## src/rtl/caesar_cipher.sv

```systemverilog
// Caesar cipher, one character per clock, one clock of latency.
// Letters are rotated within their own case by key_shift_num positions.
// Non-letters or an out-of-range shift amount give NUL plus an error flag.
module caesar_cipher #(
   parameter int DATA_W  = 8,
   parameter int SHIFT_W = 5
) (
   input  logic               clk,
   input  logic               rst_n,
   input  logic               key_shift_dir,
   input  logic [SHIFT_W-1:0] key_shift_num,
   input  logic [DATA_W-1:0]  ptxt_char,
   output logic [DATA_W-1:0]  ctxt_char,
   output logic               err_invalid_key_shift_num,
   output logic               err_invalid_ptxt_char
);

   localparam int ALPHA = 26;
   // Two extra bits: one for headroom above 'z'+26, one for the sign when shifting left.
   localparam int SUM_W = DATA_W + 2;

   localparam logic [DATA_W-1:0] UC_LO = DATA_W'('h41);
   localparam logic [DATA_W-1:0] UC_HI = DATA_W'('h5A);
   localparam logic [DATA_W-1:0] LC_LO = DATA_W'('h61);
   localparam logic [DATA_W-1:0] LC_HI = DATA_W'('h7A);

   localparam logic signed [SUM_W-1:0] ALPHA_S = SUM_W'(ALPHA);

   function automatic logic is_upper(input logic [DATA_W-1:0] ch);
      return (ch >= UC_LO) && (ch <= UC_HI);
   endfunction

   function automatic logic is_lower(input logic [DATA_W-1:0] ch);
      return (ch >= LC_LO) && (ch <= LC_HI);
   endfunction

   // Rotate a letter known to be valid; a single +/-26 correction suffices
   // because the shift amount never exceeds 26 when this result is used.
   function automatic logic [DATA_W-1:0] shift_letter(
      input logic [DATA_W-1:0]  ch,
      input logic               dir,
      input logic [SHIFT_W-1:0] num
   );
      logic signed [SUM_W-1:0] sum;
      logic signed [SUM_W-1:0] lo;
      logic signed [SUM_W-1:0] n_ext;
      n_ext = $signed({{(SUM_W-SHIFT_W){1'b0}}, num});
      lo    = is_upper(ch) ? $signed(SUM_W'(UC_LO)) : $signed(SUM_W'(LC_LO));
      sum   = $signed({2'b00, ch});
      if (dir) sum = sum - n_ext;
      else     sum = sum + n_ext;
      if (sum >= lo + ALPHA_S)  sum = sum - ALPHA_S;
      else if (sum < lo)        sum = sum + ALPHA_S;
      return sum[DATA_W-1:0];
   endfunction

   logic               key_bad_p0;
   logic               char_bad_p0;
   logic [DATA_W-1:0]  ctxt_p0;

   // ---- stage p0: classify the inputs and compute the rotated character ----
   // Classify the sampled character/key and select the cipher result or NUL.
   always_comb begin
      key_bad_p0  = key_shift_num > SHIFT_W'(ALPHA);
      char_bad_p0 = !(is_upper(ptxt_char) || is_lower(ptxt_char));
      ctxt_p0     = '0;
      if (!key_bad_p0 && !char_bad_p0)
         ctxt_p0 = shift_letter(ptxt_char, key_shift_dir, key_shift_num);
   end

   // ---- stage p1: registered outputs ----
   // Capture one result per edge; reset clears any in-flight result immediately.
   always_ff @(posedge clk or negedge rst_n) begin
      if (!rst_n) begin
         ctxt_char                 <= '0;
         err_invalid_key_shift_num <= 1'b0;
         err_invalid_ptxt_char     <= 1'b0;
      end else begin
         ctxt_char                 <= ctxt_p0;
         err_invalid_key_shift_num <= key_bad_p0;
         err_invalid_ptxt_char     <= char_bad_p0;
      end
   end

endmodule

```

## config.mk

```make
export PLATFORM = sky130hd
export DESIGN_NAME = caesar_cipher
export DESIGN_NICKNAME = d
export VERILOG_FILES = /design/src/rtl/caesar_cipher.sv
export SDC_FILE = /design/constraint.sdc
export NUM_CORES = 1
export LEC_CHECK = 0
export CAP_MARGIN = 30
export CORE_MARGIN = 4
export CORE_UTILIZATION = 55
export CTS_CLUSTER_DIAMETER = 30
export CTS_CLUSTER_SIZE = 16
export DETAILED_ROUTE_END_ITERATION = 10
export PLACE_DENSITY = 0.85
export REMOVE_ABC_BUFFERS = 1
export SKIP_CTS_REPAIR_TIMING = 1
export SLEW_MARGIN = 10
export SYNTH_ARGS = -nofsm -noshare
export SYNTH_HDL_FRONTEND = slang
export SYNTH_SLANG_ARGS = --single-unit
```

## constraint.sdc

```tcl
create_clock -name clk -period 0.8 [get_ports clk]
set_input_delay 0.12 -clock clk [delete_from_list [all_inputs] [get_ports clk]]
set_output_delay 0.12 -clock clk [all_outputs]
set_load 0.1 [all_outputs]
```

==> results.py, run 1 <==
metrics = {
    "logic_synthesis": {
        "share_of_flip_flops_with_an_asynchronous_set_or_reset_pct": 100,
        "synth.lib_cells_used.distinct": 61,
        "yosys_register_bits": 10,
        "synth-edff-count": 0,
        "syn_area_per_cell_um2": 8.20,
        "syn-instance-count": 179,
        "yosys_warnings": 0,
        "dominantRegCellSynth": "dfrtp_1",
        "synth_area_um2": 1470,
        "synth_sequential_area_ratio_pct": 17.1,
    },
    "global_route": {
        "grt_start_max_net_pins": 13,
    },
    "placed_design": {
        "routability_congestion_estimate_from_global_placement": 0.941,
        "io_buffer_count": 25,
        "hpwl_mm": 4.62,
    },
    "die": {
        "pin_count": 26,
        "die_width_um": 59.7,
        "floorplan.die.height_um": 59.7,
        "core.rowCount": 18,
        "floorplan.initialDensity_pct": 58.7,
    },
    "clock_tree": {
        "clk_path_buf_depth": 2,
        "cts_made_buffers": 3,
        "ctsHtreeMaxLevel": 1,
        "clkSinkCount": 10,
        "clockRootBuffer": "clkbuf_4",
    },
    "outcome": {
        "run.stop_error": "[ERROR DPL-0038] Utilization greater than 100%, impossible to legalize",
        "run_status": "stopped before the end",
        "failed_stage": "global routing (5_1_grt)",
    },
    "sta": {
        "timing.repair.worst_endpoint_type": "sequential cell input",
        "crit_endpoint": "ctxt_char[1]$_DFF_PN0_/D",
    },
}
-- kinds of logic after synthesis --
logic type                 synth area share (%)
DFF                                        17.1
muxes                                      5.71
AOI/OAI and AO/OA                          27.2
adders and majority gates                  14.7
buffers and inverters                      5.97
xor gates and xnor gates                  0.597
and+or+nand+nor                            28.8
-- stage by stage --
step | setup WS [ns] | cell area (um2) | setup TNS (ns) | cells
3_3_place_gp | -2.96 | 2300 | -22.76 | 293
3_5_place_dp | -3.35 | 2300 | -25.65 | 293
4_1_cts | -3.09 | 2330 | -24.67 | 296
2_1_floorplan | -2.73 | 1440 | -21.01 | 175
-- Yosys cell counts (3+ instances only) --
cell type  instances  area share [%]
a2111oi_0          4             2.4
a21oi_1            7             2.4
and2_1             4             1.7
dfrtp_1           10              17
ha_1              14              12
inv_1             17             4.3
mux2i_1            5             3.4
nand2_1           14             3.6
nand2b_1           5             2.1
nor2_1             9             2.3
nor2b_1            7             3.0
nor3_1             4             1.4
nor4_1             5             2.1
o21a_1             3             1.5
o21ai_0            4             1.4
or2_2              8             3.4
==> inputs of run 2 (changes only) <==
--- a/config.mk
+++ b/config.mk
@@ -7,11 +7,9 @@
 export LEC_CHECK = 0
 export CAP_MARGIN = 30
 export CORE_MARGIN = 4
-export CORE_UTILIZATION = 55
-export CTS_CLUSTER_DIAMETER = 30
-export CTS_CLUSTER_SIZE = 16
+export CORE_UTILIZATION = 40
 export DETAILED_ROUTE_END_ITERATION = 10
-export PLACE_DENSITY = 0.85
+export PLACE_DENSITY_LB_ADDON = 0.15
 export REMOVE_ABC_BUFFERS = 1
 export SKIP_CTS_REPAIR_TIMING = 1
 export SLEW_MARGIN = 10
==> results.py, run 2 <==
metrics = {
    "clock_tree": {
        "ctsHtreeMaxLevel": 1,
        "clockRootBuffer": "clkbuf_8",
        "clk_path_buf_depth": 2,
        "cts.reportedPaths.clkPinSlew_ns": 0.05,
        "clkSinkCount": 10,
        "tritoncts_clock_tree": "yes",
        "cts_made_buffers": 3,
    },
    "sta": {
        "hold_violation_count_in_the_final_report": 0,
        "layout_min_cycle_time_ns": 3.07,
        "period_share_pct": 384,
        "tightest_slew_ns": 0.512,
        "worst_max_slew_margin_expressed_relative_to_the_limit_pct": 65.5,
        "fmaxAchievable_ghz": 0.326,
        "finalHoldWorstSlack_ns": 0.177,
        "grt_setup_unrepaired": "yes",
        "maxSlewViolCount": 0,
        "finalSetupTns_ns": -17.58,
        "setup-violations-final": 19,
        "final.setup.worst_slack_ns": -2.27,
    },
    "placed_design": {
        "routability_congestion_estimate_from_global_placement": 0.868,
        "hpwl_mm": 4.17,
        "io_buffer_count": 25,
        "placedCellCount": 317,
    },
    "cells_and_area": {
        "final_cells": 335,
        "registers.top_by_ff_count": "ctxt_char",
        "layout_commonest_cell": "buf_4",
        "filler_cell_count": 162,
        "drive_gt1_share_pct": 61.9,
        "area.growth.synth_to_final_pct": 103,
        "largest_register_ff_count": 8,
        "reg.largest.list": "ctxt_char: 8 flops, err_invalid_key_shift_num: 1 flops, err_invalid_ptxt_char: 1 flops",
        "num_antenna_cells": 0,
        "final_cell_mix": "76 x buf_4, 13 x nand2_1, 12 x inv_1",
        "utilization_pct": 86.7,
        "nNetsFinal": 322,
    },
    "detailed_routing": {
        "routed-wl-met2_mm": 3.55,
        "detail_route.wl_per_cell_um": 20.5,
        "drc": 0,
        "routedLengthMet1_mm": 2.56,
        "uppermost_layer_routed": "met4",
        "starting_drc_count_in_detailed_routing": 191,
        "drt_pass1_iterations": 4,
        "routed_wirelength_mm": 6.85,
        "postRouteAntennaNets": 0,
        "met3WireLength_um": 351,
        "route.detailed.vias_per_inst": 5.96,
        "route.vias.total": 1995,
    },
    "logic_synthesis": {
        "share_of_flip_flops_with_an_asynchronous_set_or_reset_pct": 100,
        "syn-instance-count": 179,
        "syn_area_per_cell_um2": 8.20,
        "synth_sequential_area_ratio_pct": 17.1,
        "yosys-top-cells-area": "dfrtp_1 17%, ha_1 12%, inv_1 4.3%",
        "yosys_register_bits": 10,
        "yosys_warnings": 0,
        "synth-edff-count": 0,
        "synth.most_common_cell": "inv_1",
        "ys_top_cells_by_count": "17 x inv_1, 14 x ha_1, 14 x nand2_1",
        "synth.lib_cells_used.distinct": 61,
        "dominantRegCellSynth": "dfrtp_1",
        "synth_area_um2": 1470,
        "synthDominantAreaCellType": "dfrtp_1",
        "synth_top_cell_area_share_pct": 17.1,
    },
    "power_and_ir_drop": {
        "total_leakage_power_uw": 0.00134,
        "power-per-cell-area_nw_per_um2": 1290,
        "fin_total_pwr_uw": 3850,
        "power.ir.vdd_worst_mv": 0.969,
    },
    "outcome": {
        "run_status": "complete, but fails checks",
        "failing_checks": "negative setup slack",
    },
    "critical_path": {
        "crit_slowest_cell": "nor4_4",
        "critPathKind": "in2reg",
        "cp-start-kind": "input pin",
        "cp.arrival_ns": 3.23,
        "cp_data_required_time_ns": 0.97,
        "path_cells": "dlymetal6s2s_1 > inv_2 > ha_4 > and2_4 > o211ai_1 > and4_1 > nor4_4 > ha_4 > nor2b_1 > a2111oi_2 > nor2_1 > a31o_4 > or3_1 > a21oi_2",
        "cp_max_fo": 6,
        "critical_path.most_common_cell": "ha_4",
        "cpPeakStageDelay_ns": 0.37,
        "setup.worst_path.end_class": "register",
    },
    "global_route": {
        "grt_pass1_vias": 1779,
        "global_route_wire_length_before_repair_mm": 7.70,
        "grt_start_max_net_pins": 13,
        "initial_antenna_violation_count": 0,
        "grtUsageTotal_pct": 21.5,
        "grt_remaining_overflow": 0,
    },
    "die": {
        "core.rowCount": 21,
        "floorplan.die.height_um": 68.6,
        "floorplan.die_area_um2": 4700,
        "die_width_um": 68.6,
        "pin_count": 26,
        "design.core.area_um2": 3440,
        "floorplan.initialDensity_pct": 42.6,
    },
    "flow_run": {
        "maxCapViolations": 0,
    },
    "hold_path": {
        "hold_path_class": "in2async",
    },
}
-- run 2: cell counts after synthesis --
Identical to the previous run, type by type.
-- run 2: final cells by class --
type,instances,area (um2),area share (%)
multi-input combinational,148,1540,51.6
timing repair buffer,110,1010,34.0
sequential,10,250,8.39
inverter,17,66.3,2.22
tap,46,57.6,1.93
clock buffer,4,55.1,1.84
-- run 2: cells by family after synthesis --
| kind of cell | synth area share, % |
|---|---|
| flops | 17.1 |
| fa+ha+maj | 14.7 |
| compound gates | 27.2 |
| buf+inv | 5.97 |
| xor+xnor | 0.597 |
| mux | 5.71 |
| simple gates | 28.8 |
-- run 2: power by group --
group | total, uW | leakage (uW) | internal, uW | switching (uW)
Combinational | 2630 | 0.00118 | 1240 | 1390
Sequential | 581 | 0.000132 | 546 | 34.3
Clock | 643 | 0.0000288 | 433 | 209
-- run 2: per-layer routing --
metal	vias to the layer above	global-route usage (%)
met5	-	0
met4	0	8.19
met3	37	2.43
met2	96	39.3
met1	968	25.3
li1	894	-
-- run 2: metrics by stage --
step / setup WS, ns / cell area (um2)
2_1_floorplan: -2.73 / 1440
3_3_place_gp: -2.96 / 2380
3_5_place_dp: -3.06 / 2380
4_1_cts: -2.85 / 2440
5_1_grt: -2.37 / 2980
6_report: -2.27 / 2980
-- run 2: worst max path at each step --
stage	startpoint	to	slack (ns)	cells past startpoint
2_1_floorplan	key_shift_num[1]	ctxt_char[1]	-2.73	13
3_3_place_gp	key_shift_num[1]	ctxt_char[1]	-2.96	14
3_5_place_dp	key_shift_num[1]	ctxt_char[1]	-3.06	14
4_1_cts	key_shift_num[1]	ctxt_char[1]	-2.85	14
5_1_grt	key_shift_num[3]	ctxt_char[5]	-2.37	14
6_report	key_shift_num[3]	ctxt_char[1]	-2.27	14
-- run 2: critical path, delay by kind of cell --
kind | cells | cell delay, ns
compound gates | 4 | 0.91
fa+ha+maj | 2 | 0.56
buf+inv | 2 | 0.20
simple gates | 6 | 1.42
Note: power is estimated with default switching activity, not from simulation.
==> inputs of run 3 (changes only) <==
==> constraint.sdc (replaced) <==
create_clock -name clk -period 0.8 [get_ports clk]
set_input_delay 0.16 -clock clk [delete_from_list [all_inputs] [get_ports clk]]
set_output_delay 0.16 -clock clk [all_outputs]
set_load 0.1 [all_outputs]
==> results.py, run 3 (synthesis gave the netlist of run 2 again) <==
metrics = {
    "placed_design": {
        "hpwl_mm": 3.98,
        "routability_congestion_estimate_from_global_placement": 0.863,
        "io_buffer_count": 25,
        "placedCellCount": 317,
        "detailedPlace.worstSlack_ns": -3.07,
    },
    "clock_tree": {
        "cts.reportedPaths.clkPinSlew_ns": 0.05,
        "clk_path_buf_depth": 2,
        "clkSinkCount": 10,
        "tritoncts_clock_tree": "yes",
        "cts_made_buffers": 3,
        "clockRootBuffer": "clkbuf_8",
        "ctsHtreeMaxLevel": 1,
    },
    "sta": {
        "worst_max_slew_margin_expressed_relative_to_the_limit_pct": 65.7,
        "layout_min_cycle_time_ns": 3.06,
        "setup-violations-final": 19,
        "final.setup.worst_slack_ns": -2.26,
        "grt_setup_unrepaired": "yes",
        "fmaxAchievable_ghz": 0.327,
        "period_share_pct": 382,
        "maxSlewViolCount": 0,
        "hold_violation_count_in_the_final_report": 0,
        "tightest_slew_ns": 0.511,
        "finalHoldWorstSlack_ns": 0.267,
    },
    "detailed_routing": {
        "route.vias.total": 2044,
        "routed_wirelength_mm": 7.16,
        "postRouteAntennaNets": 0,
        "route.detailed.vias_per_inst": 6.16,
        "drt_pass1_iterations": 4,
        "drc": 0,
        "starting_drc_count_in_detailed_routing": 179,
        "detail_route.wl_per_cell_um": 21.6,
    },
    "critical_path": {
        "path_buf_inv": 3,
        "critPathKind": "in2reg",
        "cp-start-kind": "input pin",
        "setup.worst_path.end_class": "register",
        "crit_family": "compound AO/OA/AOI/OAI gates",
        "crit_slowest_cell": "clkdlybuf4s50_1",
        "path_cells": "clkdlybuf4s50_1 > buf_4 > a21bo_2 > or4b_4 > a221oi_2 > a2bb2oi_2 > a21oi_2 > buf_4 > a32oi_1 > mux2i_1",
        "critical_path.most_common_cell": "buf_4",
        "cp_max_fo": 12,
        "cp.arrival_ns": 3.20,
        "cpPeakStageDelay_ns": 0.56,
        "cp_data_required_time_ns": 0.94,
    },
    "die": {
        "core.rowCount": 21,
        "pin_count": 26,
        "design.core.area_um2": 3440,
        "floorplan.die.height_um": 68.6,
        "floorplan.initialDensity_pct": 42.6,
        "die_width_um": 68.6,
        "floorplan.die_area_um2": 4700,
    },
    "flow_run": {
        "maxCapViolations": 0,
    },
    "global_route": {
        "global_route_wire_length_before_repair_mm": 7.96,
        "grt_start_max_net_pins": 13,
        "grtUsageTotal_pct": 21.8,
        "grt_remaining_overflow": 0,
        "initial_antenna_violation_count": 0,
        "grt_pass1_vias": 1872,
    },
    "cells_and_area": {
        "drive_gt1_share_pct": 60.5,
        "seqCellArea_um2": 250,
        "nNetsFinal": 320,
        "layout_commonest_cell": "buf_4",
        "area.growth.synth_to_final_pct": 99.5,
        "utilization_pct": 85.1,
        "registers.top_by_ff_count": "ctxt_char",
        "reg.largest.list": "ctxt_char: 8 flops, err_invalid_key_shift_num: 1 flops, err_invalid_ptxt_char: 1 flops",
        "final_cell_mix": "75 x buf_4, 13 x inv_1, 13 x nand2_1, 13 x buf_12, 10 x dfrtp_1",
        "num_antenna_cells": 0,
        "filler_cell_count": 169,
        "area_of_combinational_cells_with_multiple_inputs_um2": 1500,
        "final_cells": 332,
        "largest_register_ff_count": 8,
    },
    "outcome": {
        "failing_checks": "negative setup slack",
        "run_status": "complete, but fails checks",
    },
    "power_and_ir_drop": {
        "fin_total_pwr_uw": 3750,
        "power-per-cell-area_nw_per_um2": 1280,
        "total_leakage_power_uw": 0.00131,
        "power.ir.vdd_worst_mv": 0.739,
    },
    "hold_path": {
        "hold_path_class": "in2async",
    },
}
-- run 3: changes by cell type in the layout (fill, tap and decap cells not counted), sizes merged --
cell | previous run | this run
clkbuf | 9 | 8
dlymetal6s2s | 3 | 2
buf | 98 | 97
-- run 3: metal layers --
layer	vias to the layer above	track usage, %	part of all wire, %
met5	-	0	0
met4	0	6.20	6.1
met3	40	3.57	6.7
met2	130	40.6	50
met1	983	25.3	37
li1	891	-	-
-- run 3: area by class of cell --
cell class              instances  share of cell area (%)
well taps                      46                    1.97
flip-flops and latches         10                    8.55
clock buffers                   3                    1.41
multi-input cells             148                    51.2
repair buffers                108                    34.6
inverters                      17                    2.26
-- run 3: power breakdown --
part / switching [uW] / internal (uW)
combinational: 1420 / 1230
sequential: 36.2 / 547
clock: 185 / 328
total: 1650 / 2100
-- run 3: worst paths after layout --
| check | start | endpoint | cells after the start |
|---|---|---|---|
| worst max-delay path | key_shift_dir | ctxt_char[4] | 10 |
| worst min-delay path | rst_n | ctxt_char[5] | 2 |
| max in group asynchronous | rst_n | ctxt_char[2] | 2 |
| min in group clk | key_shift_num[3] | err_invalid_key_shift_num | 5 |
-- run 3: metrics by stage --
step                setup TNS, ns  instance area (um2)
floorplan                  -21.77                 1440
global placement           -23.43                 2400
detailed placement         -24.08                 2400
CTS                        -23.54                 2440
global route               -19.20                 2930
finish                     -18.09                 2930
==> inputs of run 4 (changes only) <==
==> constraint.sdc (replaced) <==
create_clock -name clk -period 0.8 [get_ports clk]
set_input_delay 0.16 -clock clk [delete_from_list [all_inputs] [get_ports clk]]
set_output_delay 0.16 -clock clk [all_outputs]
set_load 0.01 [all_outputs]
==> results.py, run 4 (synthesis gave the netlist of run 2 again) <==
metrics = {
    "detailed_routing": {
        "routed_wirelength_mm": 5.47,
        "route.vias.total": 1830,
        "drt_pass1_iterations": 4,
        "starting_drc_count_in_detailed_routing": 107,
        "drc": 0,
        "route.detailed.vias_per_inst": 5.60,
        "postRouteAntennaNets": 0,
        "detail_route.wl_per_cell_um": 16.7,
    },
    "clock_tree": {
        "cts.reportedPaths.clkPinSlew_ns": 0.05,
        "tritoncts_clock_tree": "yes",
        "clkSinkCount": 10,
        "cts_made_buffers": 3,
        "clk_path_buf_depth": 2,
        "ctsHtreeMaxLevel": 1,
        "clockRootBuffer": "clkbuf_8",
    },
    "critical_path": {
        "cp.arrival_ns": 3.19,
        "cp-start-kind": "input pin",
        "crit_slowest_cell": "or3_4",
        "crit_family": "compound AO/OA/AOI/OAI gates",
        "setup.worst_path.end_class": "register",
        "cp_max_fo": 8,
        "cpPeakStageDelay_ns": 0.39,
        "cp_data_required_time_ns": 0.96,
        "critPathKind": "in2reg",
        "path_buf_inv": 2,
        "path_cells": "buf_12 > ha_4 > buf_4 > nor2b_4 > o211ai_1 > a311oi_2 > nor4_4 > ha_1 > nand2_1 > nor3_2 > a2111oi_2 > nor2_1 > a31o_4 > or3_4 > a21oi_2",
    },
    "sta": {
        "setup-violations-final": 19,
        "hold_violation_count_in_the_final_report": 0,
        "maxSlewViolCount": 0,
        "final.setup.worst_slack_ns": -2.23,
        "layout_min_cycle_time_ns": 3.03,
        "grt_setup_unrepaired": "yes",
        "period_share_pct": 379,
        "worst_max_slew_margin_expressed_relative_to_the_limit_pct": 65.6,
        "fmaxAchievable_ghz": 0.330,
        "tightest_slew_ns": 0.512,
    },
    "cells_and_area": {
        "area.growth.synth_to_final_pct": 79.5,
        "num_antenna_cells": 0,
        "final_cell_mix": "73 x buf_4, 15 x clkbuf_2, 14 x nand2_1",
        "drive_gt1_share_pct": 56.2,
        "final_cell_area_um2": 2630,
        "largest_register_ff_count": 8,
        "final_cells": 327,
        "registers.top_by_ff_count": "ctxt_char",
        "nNetsFinal": 315,
        "layout_commonest_cell": "buf_4",
        "reg.largest.list": "ctxt_char: 8 flops, err_invalid_key_shift_num: 1 flops, err_invalid_ptxt_char: 1 flops",
    },
    "placed_design": {
        "placedInstanceArea_um2": 2290,
        "placedCellCount": 316,
        "io_buffer_count": 25,
        "hpwl_mm": 3.80,
        "routability_congestion_estimate_from_global_placement": 0.893,
    },
    "global_route": {
        "grtUsageTotal_pct": 20.2,
        "grt_remaining_overflow": 0,
        "global_route_wire_length_before_repair_mm": 7.21,
        "grt_start_max_net_pins": 13,
        "initial_antenna_violation_count": 0,
        "grt_pass1_vias": 1651,
    },
    "die": {
        "floorplan.die_area_um2": 4700,
        "die_width_um": 68.6,
        "pin_count": 26,
        "floorplan.die.height_um": 68.6,
        "design.core.area_um2": 3440,
        "core.rowCount": 21,
        "floorplan.initialDensity_pct": 42.6,
    },
    "flow_run": {
        "maxCapViolations": 0,
    },
    "power_and_ir_drop": {
        "total_leakage_power_uw": 0.00123,
        "power.ir.vdd_worst_mv": 0.579,
        "power-per-cell-area_nw_per_um2": 1160,
    },
    "outcome": {
        "failing_checks": "negative setup slack",
        "run_status": "complete, but fails checks",
    },
    "hold_path": {
        "hold_path_class": "in2async",
    },
}
-- run 4: cell types whose count changed in the layout (fill, tap and decap cells not counted), sizes merged --
cell,delta
buf,-15
clkbuf,+10
clkdlybuf4s50,+1
dlymetal6s2s,-1
-- run 4: area by class of cell --
type,instances,area [um2]
clock buffers,3,41.3
fillers,244,808
inverters,17,66.3
multi-input cells,148,1420
flip-flops and latches,10,250
well taps,46,57.6
repair buffers,103,802
-- run 4: metal layers --
metal | vias to the layer above | wire, um | GRT usage, %
met5 | - | 0 | 0
met3 | 10 | 225 | 3.08
li1 | 884 | - | -
met1 | 869 | 2250 | 25.2
met2 | 67 | 2870 | 37.2
met4 | 0 | 116 | 2.73
-- run 4: worst max-delay path by stage --
| stage | from | endpoint | slack (ns) | cells after the start |
|---|---|---|---|---|
| after CTS | key_shift_num[1] | ctxt_char[1] | -2.84 | 14 |
| final | ptxt_char[1] | ctxt_char[1] | -2.23 | 15 |
| after floorplan | key_shift_num[1] | ctxt_char[1] | -2.77 | 13 |
| after global placement | key_shift_num[1] | ctxt_char[1] | -3.02 | 14 |
| after detailed placement | key_shift_num[1] | ctxt_char[1] | -3.08 | 14 |
| after global routing | ptxt_char[1] | ctxt_char[1] | -2.37 | 15 |
-- run 4: stage by stage --
| stage | total power [uW] | setup WS (ns) | util [%] | setup TNS [ns] | hold slack, ns |
|---|---|---|---|---|---|
| floorplan | 1350 | -2.77 | - | -19.34 | -0.136 |
| global placement | 2120 | -3.02 | 66.5 | -25.32 | 0.494 |
| detailed placement | 2170 | -3.08 | 66.5 | -25.86 | 0.499 |
| CTS | 2700 | -2.84 | 67.7 | -25.99 | 0.243 |
| global route | 3230 | -2.37 | 76.5 | -18.15 | 0.249 |
| finish | 3040 | -2.23 | 76.5 | -16.90 | 0.250 |
-- run 4: report_power, final --
| group | switching, uW | internal, uW | total [uW] |
|---|---|---|---|
| Combinational | 965 | 1010 | 1980 |
| Sequential | 9.59 | 546 | 555 |
| Clock | 181 | 328 | 509 |
==> edit (flow settings as in run 3) <==
Change the parameter `DATA_W` from 8 to 7.
--- a/src/rtl/caesar_cipher.sv
+++ b/src/rtl/caesar_cipher.sv
@@ -2,7 +2,7 @@
 // Letters are rotated within their own case by key_shift_num positions.
 // Non-letters or an out-of-range shift amount give NUL plus an error flag.
 module caesar_cipher #(
-   parameter int DATA_W  = 8,
+   parameter int DATA_W  = 7,
    parameter int SHIFT_W = 5
 ) (
    input  logic               clk,
Interface: changed (resized ctxt_char and ptxt_char); port bits go from 26 to 24. No check against the original RTL was run, so the function may have changed too.
==> edit against run 3 <==
Area after synthesis is 9.0% lower. Hold slack got worse by 77 ps. Sequential cell count fell by 1. Worst setup slack gained 390 ps. Highest routed layer unchanged. Wire length fell by 26%. Largest power group unchanged. Utilization shrank 3.7 points. Critical path depth grew 5. Global-route usage shrank 2.3 points. The flow still finishes with violations (negative setup slack). Final area is 13% lower. First-iteration DRC count shrank 43%. Power increased by 5.1%.
==> edit: results (changes against run 3) <==
stage,metric,value,unit,change
logic_synthesis,yosys-top-cells-area,"dfrtp_1, ha_1, inv_1",,
timing,slew_headroom,69.35,%,+3.7 points
worst_hold_path,hold_path_class,primary input to asynchronous set/reset pin,,
logic_synthesis,ys_seq_area_share,16.87,%,-0.18 points
logic_synthesis,async_flop_share,100.0,%,unchanged
clock_tree,cts_buffers,3,,unchanged
routing,wl_met1,1.801,mm,-32%
global_routing,grt_max_degree,10,,-3
routing,drt_iter0_drc,102,,-43%
routing,dr.max_layer_used,met4,,
routing,via_per_inst,5.756,,-6.5%
routing,wl_met3,178,um,-63%
layout,fillers,184,,+8.9%
timing,setup_viol,17,,-2
floorplan,die_x,65.77,um,-4.1%
global_routing,antenna_found_initial,0,,unchanged
run_status,failed_checks,negative setup slack,,
logic_synthesis,synth.distinct_cells,57,,-6.6%
timing,setup_ws,-1864,ps,+394.9 ps
clock_tree,clock-root-buffer,clkbuf_4,,
layout,nNetsFinal,275,,-14%
logic_synthesis,yosys_warnings,0,,unchanged
placed_design,place_hpwl,3.494,mm,-12%
placed_design,port_buffers,23,,-8.0%
layout,layout.cells.non_filler,287,,-14%
flow_run,cap_violations,0,,unchanged
placed_design,gp_congestion,0.9089,,+5.4%
global_routing,grt_pass1_wl,6.762,mm,-15%
routing,first_pass_iters,5,,+1
timing,whs,190.2,ps,-76.90 ps
logic_synthesis,ys_top_cells_by_count,"inv_1, ha_1, nand2_1",,
setup_path,cpPeakStageDelay,310,ps,-250 ps
logic_synthesis,syn_area_per_cell,8.558,sq um,+4.4%
run_status,outcome,"complete, but fails checks",,
setup_path,critPathSlowestCell,a21o_4,,
placed_design,dpl-instance-area,2105,sq um,-12%
clock_tree,clockBufferDepth,2,,unchanged
power_and_ir_drop,vdd_drop_max,614.6,uV,-17%
routing,dr_wl_met2,3.017,mm,-16%
power_and_ir_drop,power_leakage,1.139,nW,-13%
setup_path,crit_fanout,6,,-6
layout,layout-drive-gt1-share,58.02,%,-2.5 points
layout,reg.largest.list,"ctxt_char: 7 flops, err_invalid_key_shift_num: 1 flops, err_invalid_ptxt_char: 1 flops",,
global_routing,grt.total_usage,19.57,%,-2.3 points
logic_synthesis,synth_flop_cell,dfrtp_1,,
setup_path,critPathArrivalTime,2810,ps,-390 ps
routing,wl_per_cell,18.37,um,-15%
global_routing,grt_pass1_vias,1587,,-15%
timing,tns,-13270,ps,+4823 ps
## edit: worst max path at each step
| stage | to | cells past startpoint | startpoint | slack, ps |
|---|---|---|---|---|
| after floorplan | ctxt_char[2]$_DFF_PN0_ | 13 | key_shift_num[4] | -1980 |
| after global placement | ctxt_char[4]$_DFF_PN0_ | 12 | ptxt_char[0] | -2560 |
| after detailed placement | ctxt_char[4]$_DFF_PN0_ | 15 | key_shift_num[1] | -2610 |
| after CTS | ctxt_char[4]$_DFF_PN0_ | 15 | key_shift_num[1] | -2350 |
| after global routing | ctxt_char[4]$_DFF_PN0_ | 15 | key_shift_num[3] | -1930 |
| final | ctxt_char[4]$_DFF_PN0_ | 15 | key_shift_num[2] | -1860 |
## edit: power breakdown
group / internal, mW / switching, mW
Sequential: 0.520 / 0.0581
Clock: 0.192 / 0.155
Combinational: 1.40 / 1.62
Total: 2.11 / 1.83
## edit: logic make-up (layout without fill, tap and decap cells)
| logic type | count (synthesis) | count (layout) | synth area share [%] |
|---|---|---|---|
| xor+xnor | 6 | 6 | 5.061 |
| mux | 3 | 3 | 2.249 |
| buf+inv | 20 | 107 | 6.747 |
| compound gates | 50 | 50 | 31.12 |
| simple gates | 52 | 52 | 21.84 |
| fa+ha+maj | 16 | 16 | 16.12 |
| flops | 9 | 9 | 16.87 |
## edit: area by class of cell
| class | instances | area (sq um) | share of cell area [%] |
|---|---|---|---|
| Inverter | 17 | 68.82 | 2.703 |
| Sequential cell | 9 | 225.2 | 8.845 |
| Tap cell | 44 | 55.05 | 2.162 |
| Clock buffer | 4 | 26.28 | 1.032 |
| Timing Repair Buffer | 86 | 852.1 | 33.46 |
| Multi-Input combinational cell | 127 | 1319 | 51.79 |
## edit: through the flow
stage                     util [%]  setup WS (ps)
after floorplan                  -          -1980
after global placement       67.28          -2557
after detailed placement     67.28          -2608
after CTS                    68.12          -2346
after global routing         81.40          -1926
final                        81.40          -1864
## edit: routing by layer
metal  GRT usage (%)  up-vias
met1           19.25      817
met5               0        -
met2           41.55       67
met3           1.361       28
li1                -      740
met4           6.218        0
## edit: critical path: cells and delay by family
kind | cells | cell delay (ps)
AO/OA/AOI/OAI | 6 | 1080
XOR/XNOR | 1 | 160
adder cells (fa/ha/maj) | 2 | 440
buffers and inverters | 4 | 450
multiplexers | 1 | 300
AND/OR/NAND/NOR | 1 | 220
